### config.mk
export PLATFORM = sky130hd
export DESIGN_NAME = apb_regfile
export DESIGN_NICKNAME = d
export VERILOG_FILES = /design/src/rtl/apb_regfile.sv
export SDC_FILE = /design/constraint.sdc
export NUM_CORES = 1
export LEC_CHECK = 0
export CAP_MARGIN = 5
export CORE_ASPECT_RATIO = 0.7
export CORE_UTILIZATION = 59
export CTS_CLUSTER_DIAMETER = 150
export DETAILED_ROUTE_END_ITERATION = 8
export PLACE_DENSITY = 0.77
export SYNTH_ARGS = -nofsm -noshare
export SYNTH_HDL_FRONTEND = slang
export SYNTH_SLANG_ARGS = --single-unit
### constraint.sdc
create_clock -name pclk -period 6.25 [get_ports pclk]
set_clock_uncertainty 0.05 [all_clocks]
set_input_delay 1.25 -clock pclk [delete_from_list [all_inputs] [get_ports pclk]]
set_output_delay 1.25 -clock pclk [all_outputs]
set_load 0.02 [all_outputs]
### src/rtl/apb_regfile.sv
// APB slave register file: read-only ID at index 0, NUM_REGS-1 R/W words, configurable wait states.
// Define APB_REGFILE_PSTRB_EN to honour pstrb byte lanes; otherwise every valid write updates the full word.
module apb_regfile #(
  parameter int                    DATA_WIDTH  = 32,
  parameter int                    ADDR_WIDTH  = 8,
  parameter int                    NUM_REGS    = 8,
  parameter int                    WAIT_STATES = 0,
  parameter logic [DATA_WIDTH-1:0] ID_VALUE    = 'hA5B0_0001
) (
  input  logic                    pclk,
  input  logic                    presetn,
  input  logic                    psel,
  input  logic                    penable,
  input  logic                    pwrite,
  input  logic [ADDR_WIDTH-1:0]   paddr,
  input  logic [DATA_WIDTH-1:0]   pwdata,
  input  logic [DATA_WIDTH/8-1:0] pstrb,
  output logic [DATA_WIDTH-1:0]   prdata,
  output logic                    pready,
  output logic                    pslverr
);

  localparam int IDX_W = ADDR_WIDTH - 2;
  localparam int NB    = DATA_WIDTH / 8;

  typedef enum logic [1:0] {IDLE, WAIT, RESP} state_t;

  state_t                  state, state_d;
  logic [3:0]              cnt, cnt_d;
  logic                    do_access;
  logic [IDX_W-1:0]        idx;
  logic                    acc_err;
  logic [DATA_WIDTH-1:0]   cur_val, rd_val, wr_val;
  logic [DATA_WIDTH-1:0]   regs [1:NUM_REGS-1];
  logic [1:0]              unused_addr_lsb;

  assign idx             = paddr[ADDR_WIDTH-1:2];
  assign unused_addr_lsb = paddr[1:0];

  // Out-of-range index, or any write aimed at the read-only ID word.
  assign acc_err = ({1'b0, idx} >= (IDX_W+1)'(NUM_REGS)) || (pwrite && (idx == '0));

  always_comb begin
    cur_val = '0;
    for (int i = 1; i < NUM_REGS; i++) begin
      if (idx == IDX_W'(i)) cur_val = regs[i];
    end
  end

  assign rd_val = (idx == '0) ? ID_VALUE : cur_val;

`ifdef APB_REGFILE_PSTRB_EN
  always_comb begin
    wr_val = cur_val;
    for (int b = 0; b < NB; b++) begin
      if (pstrb[b]) wr_val[8*b +: 8] = pwdata[8*b +: 8];
    end
  end
`else
  logic [NB-1:0] unused_pstrb;
  assign unused_pstrb = pstrb;
  assign wr_val       = pwdata;
`endif

  always_ff @(posedge pclk) begin
    if (!presetn) begin
      state <= IDLE;
      cnt   <= '0;
    end else begin
      state <= state_d;
      cnt   <= cnt_d;
    end
  end

  // do_access marks the edge that commits the transfer and loads the response.
  always_comb begin
    state_d   = state;
    cnt_d     = cnt;
    do_access = 1'b0;
    case (state)
      IDLE: begin
        if (psel && penable) begin
          if (WAIT_STATES == 0) begin
            do_access = 1'b1;
            state_d   = RESP;
          end else begin
            cnt_d   = 4'(WAIT_STATES - 1);
            state_d = WAIT;
          end
        end
      end
      WAIT: begin
        if (!psel) begin
          state_d = IDLE;
        end else if (cnt == '0) begin
          do_access = 1'b1;
          state_d   = RESP;
        end else begin
          cnt_d = cnt - 4'd1;
        end
      end
      RESP:    state_d = IDLE;
      default: state_d = IDLE;
    endcase
  end

  always_ff @(posedge pclk) begin
    if (!presetn) begin
      prdata  <= '0;
      pready  <= 1'b0;
      pslverr <= 1'b0;
      for (int i = 1; i < NUM_REGS; i++) regs[i] <= '0;
    end else begin
      pready  <= do_access;
      pslverr <= do_access && acc_err;
      if (do_access) begin
        if (acc_err) begin
          prdata <= '0;
        end else if (!pwrite) begin
          prdata <= rd_val;
        end else begin
          for (int i = 1; i < NUM_REGS; i++) begin
            if (idx == IDX_W'(i)) regs[i] <= wr_val;
          end
        end
      end
    end
  end

endmodule

After elaboration in Yosys (flattened, before gate mapping)
Memories as Yosys holds them, arrays and structs flattened.
Index checks and enable logic that the tools add are counted.
Storage, ports and cells
  register bits: 40
  RAM bits: 224
  bits of input ports: 49
  output and inout bits: 34
  logic and storage cells: 105
  memories kept: 1
Cells by class
  $add $sub $neg: 1
  order comparisons: 1
  eq/ne operators: 11
  multiplexer cells: 68
  bitwise gates (word level): 8
  reductions and logical operators: 10
Memories
  regs: depth 7, width 32, read ports 7, clocked after Yosys merged registers in 0, write ports 7, RTL line 34  | logic [DATA_WIDTH-1:0] regs [1:NUM_REGS-1];
Operators by type and width (count)
  2-to-1 mux 32 bit: 17
  2-to-1 mux 1 bit: 46
  == test 6 x 3 -> 1 bit (second input constant): 4
  == test 6 x 2 -> 1 bit (second input constant): 2
  bitwise OR 1 bit: 7
  == test 6 x 1 -> 1 bit (second input constant): 1
  greater-or-equal comparator 6 x 4 -> 1 bit (second input constant): 1
  zero test 6 bit: 1
  2-to-1 mux 2 bit: 3
  zero test 4 bit: 1
  one-hot mux 2 bit (2 select lines): 1
  AND reduction 2 bit: 2
  subtractor 4 x 1 -> 4 bit (second input constant): 1
  logical AND 1 bit: 3
  inequality test 3 bit (second input constant): 1
  AND reduction 3 bit: 1
  == test 2 x 1 -> 1 bit (second input constant): 1
  zero test 2 bit: 1
  inequality test 2 x 1 -> 1 bit (second input constant): 1
  inequality test 2 bit (second input constant): 1
  one-hot mux 1 bit (2 select lines): 1
  logical OR 1 bit: 1
  NOT 1 bit: 1

Depth between registers and ports, before layout
Gate-level depths: netlist of run 1.
  depth after elaboration: 11
  gate-level depth with buffers: 8

Worst setup path before layout of run 1
Ideal clock, no wire load.
  kind: input-to-reg
  start point: input port paddr[5]
  end point: register, netlist name regs[0][224]
  library setup time: 0.466 ns
  arrival time: 4.562 ns
  path slack: 1.173 ns
  stages on the path: 6
  path buffers: 2
  cell sequence: or3_1 > buf_2 > nor2_4 > nand2_2 > clkbuf_1 > o21ai_0
RTL lines
  from (decl): RTL line 15  | input logic [ADDR_WIDTH-1:0] paddr,

==> out/summary.txt, run 1 <==
Power Density: 275 mW/mm²
Critical Path End Type: flip-flop
fin nets: 1029
DPL Wire Length: 16.7 mm
total power: 3.72 mW
Design Area, Final: 0.0136 mm²
# IOs: 83
CTS tree: done
sequential power share: 52.3%
RSZ-0062 raised after global routing: false
initial antenna violation count: 0
n_diodes: 0
status: completed
core area: 0.0191 mm²
number of cells on the worst reg-to-reg path: 5
Root Buffer: clkbuf_16
EDFF count, synth: 224
Syn Area/Cell: 12.7 µm²
leakage: 4.79 nW
Max Cap Viol: 0
die span in x: 170 µm
DR vias/cell: 6.19
Sw Pwr: 798 µW
top cell type by total area after synthesis: edfxtp_1
Unique masters post-synth: 53
commonest non-fill, non-tap cell in the layout: and2_1
Setup Fix Bufs, Post-CTS: 0
max-slew violations: 0
post_cts resized: 0
Critical Path Source: paddr[5]
per-cell routed wire length: 23.2 µm
crit path max fanout: 21
gpl congestion: 0.812
sequential-to-total area share from yosys stat: 63.6%
Mapped Cells: 923
final setup margin: 2.01 ns
Yosys warnings: 0
Layout Cells excl Fill: 1261
Worst Max-Slew Pin Slew: 1.14 ns
Setup CP Type: in -> reg
Post-DP Area: 0.0127 mm²
hold path cells: 2
pin count of the biggest net entering global routing: 64
critical path data arrival time: 4.37 ns
reg2reg setup slack: 3.45 ns
CTS Buffer Depth: 3
sw frac: 21.4%
worst slack, placed: 1.56 ns
dpl cells: 1218
Port Buffers: 76
clk slew on worst S/H paths: 0.06 ns
post-layout minimum cycle time: 4.24 ns
Worst R2R End: regs[0][220]
synthesized flop and latch total: 259
ranking of synthesized cells by area: edfxtp_1, and2_1, dfxtp_1
Setup crit start kind: primary input
vias in the first global route: 7750
worst path required time: 6.38 ns
Max-Slew Margin vs Limit: 23.4%
Fmax: 236 MHz
Die ar.: 0.0204 mm²
DRT Pass-1 Iters: 7
Rows: 42
Post-Route WL: 29.3 mm
most frequent cells in the layout: and2_1, edfxtp_1, clkdlybuf4s50_1, nand2_1, o21ai_0
H-tree depth: 1
crit share post-route: 67.8%
chip height: 120 µm
Clk network pwr share: 41.2%
clock latency on the worst-skew pair: 0.53 ns
First DRT Iteration DRCs: 970
total CTS buffers: 24
Pint: 2.93 mW
Post-synth top flop: edfxtp_1
clk sink count: 259
post-route DRC violation count: 0
Worst R2R Start: state[1]
first-pass GRT wire length: 44.6 mm
fin util: 70.9%
Hold Crit Class: reg -> reg
area grow syn2layout: 16.1%
WHS: 0.381 ns
asr flop ratio synth: 0%
Synth top area share: 57.6%
Logic pwr share: 6.5%
mapped cell area: 0.0117 mm²
Setup crit end: regs[0][244]
Fin Setup TNS: 0 ns
grt ovf: 0
layout cell share with drive strength beyond 1: 11.5%
Final Setup Violations: 0
Mapped Nets: 972
via count: 7800
final hold vios: 0
VDD IR-drop max: 0.199 mV
GRT Util Overall: 29.6%
Final ANT Viol Nets: 0
hold_buf cts: 0
initial core utilization: 61.0%
[layer usage]
layer / routed length (µm) / global-route usage (%) / vias to the layer above
met4: 824 / 9.29 / 0
met2: 13600 / 46.6 / 423
met3: 3130 / 6.76 / 67
met5: 0 / 0 / -
li1: - / - / 3504
met1: 11700 / 41.1 / 3806
[synthesized netlist by cell type, types with 2 or more instances]
master	instances
a211oi_1	10
a21oi_1	28
a221oi_1	5
a222oi_1	11
a22o_1	4
a311o_1	2
a31oi_1	3
a32o_1	10
and2_1	226
and3_1	3
buf_1	4
buf_2	19
buf_6	3
clkbuf_1	38
clkbuf_2	3
dfxtp_1	35
edfxtp_1	224
inv_1	4
mux2_2	21
mux2i_1	9
mux4_2	11
nand2_1	52
nand2b_1	7
nand3_1	18
nor2_1	19
nor2_4	2
nor2b_1	14
nor3_1	5
nor3_2	6
o211ai_1	3
o21ai_0	50
o21ai_1	33
o221ai_1	5
o22a_1	9
o22ai_1	5
o2bb2ai_1	4
or3_1	2
[worst min-delay path by stage]
| stage | startpoint | to | slack (ns) |
|---|---|---|---|
| after global routing | prdata[28] | prdata[28] | 0.41 |
| after CTS | prdata[28] | prdata[28] | 0.39 |
| after global placement | prdata[28] | prdata[28] | 0.38 |
| final | prdata[28] | prdata[28] | 0.38 |
| after detailed placement | prdata[28] | prdata[28] | 0.38 |
| after floorplan | regs[0][246] | prdata[22] | 0.42 |
[final cells by class]
cell class	instances	area, µm²
flip-flops and latches	259	7430
fillers	1353	5570
multi-input cells	592	4030
repair buffers	99	928
clock buffers	32	661
well taps	264	330
clock inverters	11	165
inverters	4	15.0
[sequential cells by signal (all words and copies together) (netlist names)]
name,cells
prdata,32
pready,1
state,1
pslverr,1
regs,224
[worst max-delay path, stage by stage]
cell,delay (ns)
clkdlybuf4s50_1,0.45
or3_1,0.54
nor2_4,0.57
nand2_2,0.51
o21ai_4,0.57
buf_4,0.46
[cells by family after synthesis]
logic type | count (synthesis) | synth area share, %
flops | 259 | 63.6
simple gates | 362 | 18.0
compound gates | 189 | 10.7
buf+inv | 72 | 2.78
mux | 41 | 4.92
[power by group through the flow]
| stage | Clock (mW) | Combinational, mW | Sequential, mW |
|---|---|---|---|
| finish | 1.53 | 0.243 | 1.95 |
| global route | 1.62 | 0.258 | 1.95 |
| CTS | 1.55 | 0.241 | 1.95 |
| detailed placement | 0 | 0.238 | 1.98 |
| global placement | 0 | 0.234 | 1.98 |
| floorplan | 0 | 0.131 | 1.98 |
Power figures use the tool's default switching activity.
==> inputs of run 2 (changes only) <==
- CORE_UTILIZATION: 59 -> 53
- PLACE_DENSITY: 0.77 -> 0.73
- clock period: 6.25 -> 3.5 ns (I/O delays scaled with it)
==> run 2 against run 1 <==
Against the previous run:
- the run now ends with DRC left
- first-iteration DRC count shrank 14%
- setup slack lost 1.1 ns
- via count is essentially flat
- cell area grew 1.7%
- die area grew 11%
- total power grew 75%
- global-route usage shrank 3.1 points
- clock power grew 69%
- sequential share of layout area shrank 0.91 points
- non-clock buffer count grew 28
==> out/summary.txt, run 2 (synthesized netlist as in run 1, its figures left out) <==
Setup crit end: prdata[4]
slowest CP cell: clkdlybuf4s50_1
critical path, cell by cell: clkdlybuf4s50_1, nand4b_1, or3_4, nor2_4, buf_4, o21ai_0, o21ai_0
area grow syn2layout: 18.1%
clk sink count: 259 (unchanged)
Final Setup Violations: 0 (unchanged)
leakage: 4.93 nW (+2.8%)
Fmax: 389 MHz
critical path data arrival time: 2.97 ns (-1.40 ns)
Hold Startpoint: prdata[27]
# IOs: 83 (unchanged)
DRT Pass-1 Iters: 9 (+2)
Top Registers: regs (224), prdata (32)
Setup CP Type: in -> reg
total power: 6.52 mW (+75%)
total CTS buffers: 25 (+4.2%)
Worst R2R End: regs[0][134]
Reg with most FFs: regs
Hold Crit Class: reg -> reg
initial core utilization: 54.0% (-7.0 points)
Post-Route WL: 29.7 mm (+1.4%)
Setup crit start kind: primary input
WHS: 0.392 ns (+0.0101 ns)
Critical Path End Type: flip-flop
via count: 7796 (-0.051%)
clock latency on the worst-skew pair: 0.53 ns (about the same)
Design Area, Final: 0.0138 mm² (+1.7%)
gpl congestion: 0.809 (-0.43%)
VDD IR-drop max: 0.343 mV (+72%)
grt ovf: 0 (unchanged)
number of cells on the worst reg-to-reg path: 6 (+1)
CP peak stage delay: 0.60 ns (+0.03 ns)
Critical Path Source: presetn
max reg flops: 224 (unchanged)
GRT Util Overall: 26.5% (-3.1 points)
Die ar.: 0.0226 mm² (+11%)
final setup margin: 0.930 ns (-1.08 ns)
H-tree depth: 1 (unchanged)
Setup Fix Bufs, Post-CTS: 0 (unchanged)
clk slew on worst S/H paths: 0.06 ns (about the same)
initial antenna violation count: 0 (unchanged)
crit path max fanout: 24 (+14%)
max-slew violations: 0 (unchanged)
Max Cap Viol: 0 (unchanged)
First DRT Iteration DRCs: 836 (-14%)
fin nets: 1058 (+2.8%)
core area: 0.0216 mm² (+13%)
most frequent cells in the layout: and2_1, edfxtp_1, clkdlybuf4s50_1, nand2_1, buf_4
violated checks: DRC
worst path required time: 3.90 ns (-2.48 ns)
DPL Wire Length: 17.6 mm (+5.7%)
CTS tree: done
Rows: 45 (+7.1%)
chip height: 126 µm (+5.4%)
CTS Buffer Depth: 3 (unchanged)
first-pass GRT wire length: 45.1 mm (+1.1%)
pin count of the biggest net entering global routing: 57 (-11%)
crit share post-route: 73.4%
DR vias/cell: 5.95 (-3.8%)
final hold vios: 0 (unchanged)
n_diodes: 0 (unchanged)
Power Density: 473 mW/mm² (+72%)
vias in the first global route: 7639 (-1.4%)
post-layout minimum cycle time: 2.57 ns
Root Buffer: clkbuf_16
Port Buffers: 76 (unchanged)
RSZ-0062 raised after global routing: false
Post-DP Area: 0.0130 mm² (+2.2%)
worst slack, placed: 0.420 ns (-1.14 ns)
die span in x: 179 µm (+5.4%)
post-route DRC violation count: 6 (+6)
commonest non-fill, non-tap cell in the layout: and2_1
Worst R2R Start: state[1]
post_cts resized: 0 (unchanged)
FILL cells: 1679 (+24%)
Worst Max-Slew Pin Slew: 0.711 ns (-0.429 ns)
most used cell, CP: o21ai_0
status: finished, violations left
Max-Slew Margin vs Limit: 52.2% (+29 points)
layout cell share with drive strength beyond 1: 13.6% (+2.1 points)
hold_buf cts: 0 (unchanged)
per-cell routed wire length: 22.7 µm (-2.4%)
reg2reg setup slack: 1.27 ns (-2.18 ns)
Final ANT Viol Nets: 0 (unchanged)
run 2: changes by cell type in the layout (fill, tap and decap cells not counted), moves of 2 or more:
cell       before  now
buf_4          25   48
buf_12          0    5
clkinv_1        1    6
bufinv_16       4    1
nor2_2          1    3
nor2_4          4    2
run 2: worst min-delay path by stage:
stage,depth (start not counted),slack (ns),to
after floorplan,2,0.42,prdata[22]
after global placement,2,0.38,prdata[28]
after detailed placement,2,0.38,prdata[22]
after CTS,2,0.39,prdata[27]
after global routing,2,0.42,prdata[27]
final,2,0.39,prdata[27]
run 2: area by class of cell:
| cell class | count | area, µm² | share of cell area [%] |
|---|---|---|---|
| Clock inverter | 12 | 81.3 | 0.590 |
| Multi-Input combinational cell | 592 | 4020 | 29.2 |
| Clock buffer | 34 | 689 | 5.00 |
| Tap cell | 282 | 353 | 2.56 |
| Sequential cell | 259 | 7430 | 53.9 |
| Timing Repair Buffer | 127 | 1200 | 8.71 |
| Inverter | 4 | 15.0 | 0.109 |
run 2: critical path, delay by kind of cell:
family                 cells  cell delay (ns)
and+or+nand+nor            3             0.94
buffers and inverters      2             0.95
AOI/OAI and AO/OA          2             0.36
run 2: per-layer routing:
| metal | GRT usage [%] | routed length, µm | vias to the layer above |
|---|---|---|---|
| li1 | - | - | 3557 |
| met1 | 37.8 | 12900 | 3855 |
| met2 | 43.2 | 13900 | 334 |
| met3 | 3.88 | 2340 | 50 |
| met4 | 6.74 | 590 | 0 |
| met5 | 0 | 0 | - |
run 2: power breakdown:
| group | switching, mW | internal (mW) | total, mW |
|---|---|---|---|
| Sequential | 0.0313 | 3.44 | 3.48 |
| Clock | 1.14 | 1.45 | 2.59 |
| Combinational | 0.277 | 0.173 | 0.450 |
| Total | 1.45 | 5.07 | 6.52 |
run 2: per-stage QoR:
stage	setup TNS [ns]	cells	utilization, %
finish	0	1310	63.8
detailed placement	0	1264	60.2
floorplan	-3.35	923	-
global placement	0	1264	60.2
global route	0	1310	63.8
CTS	0	1310	63.8
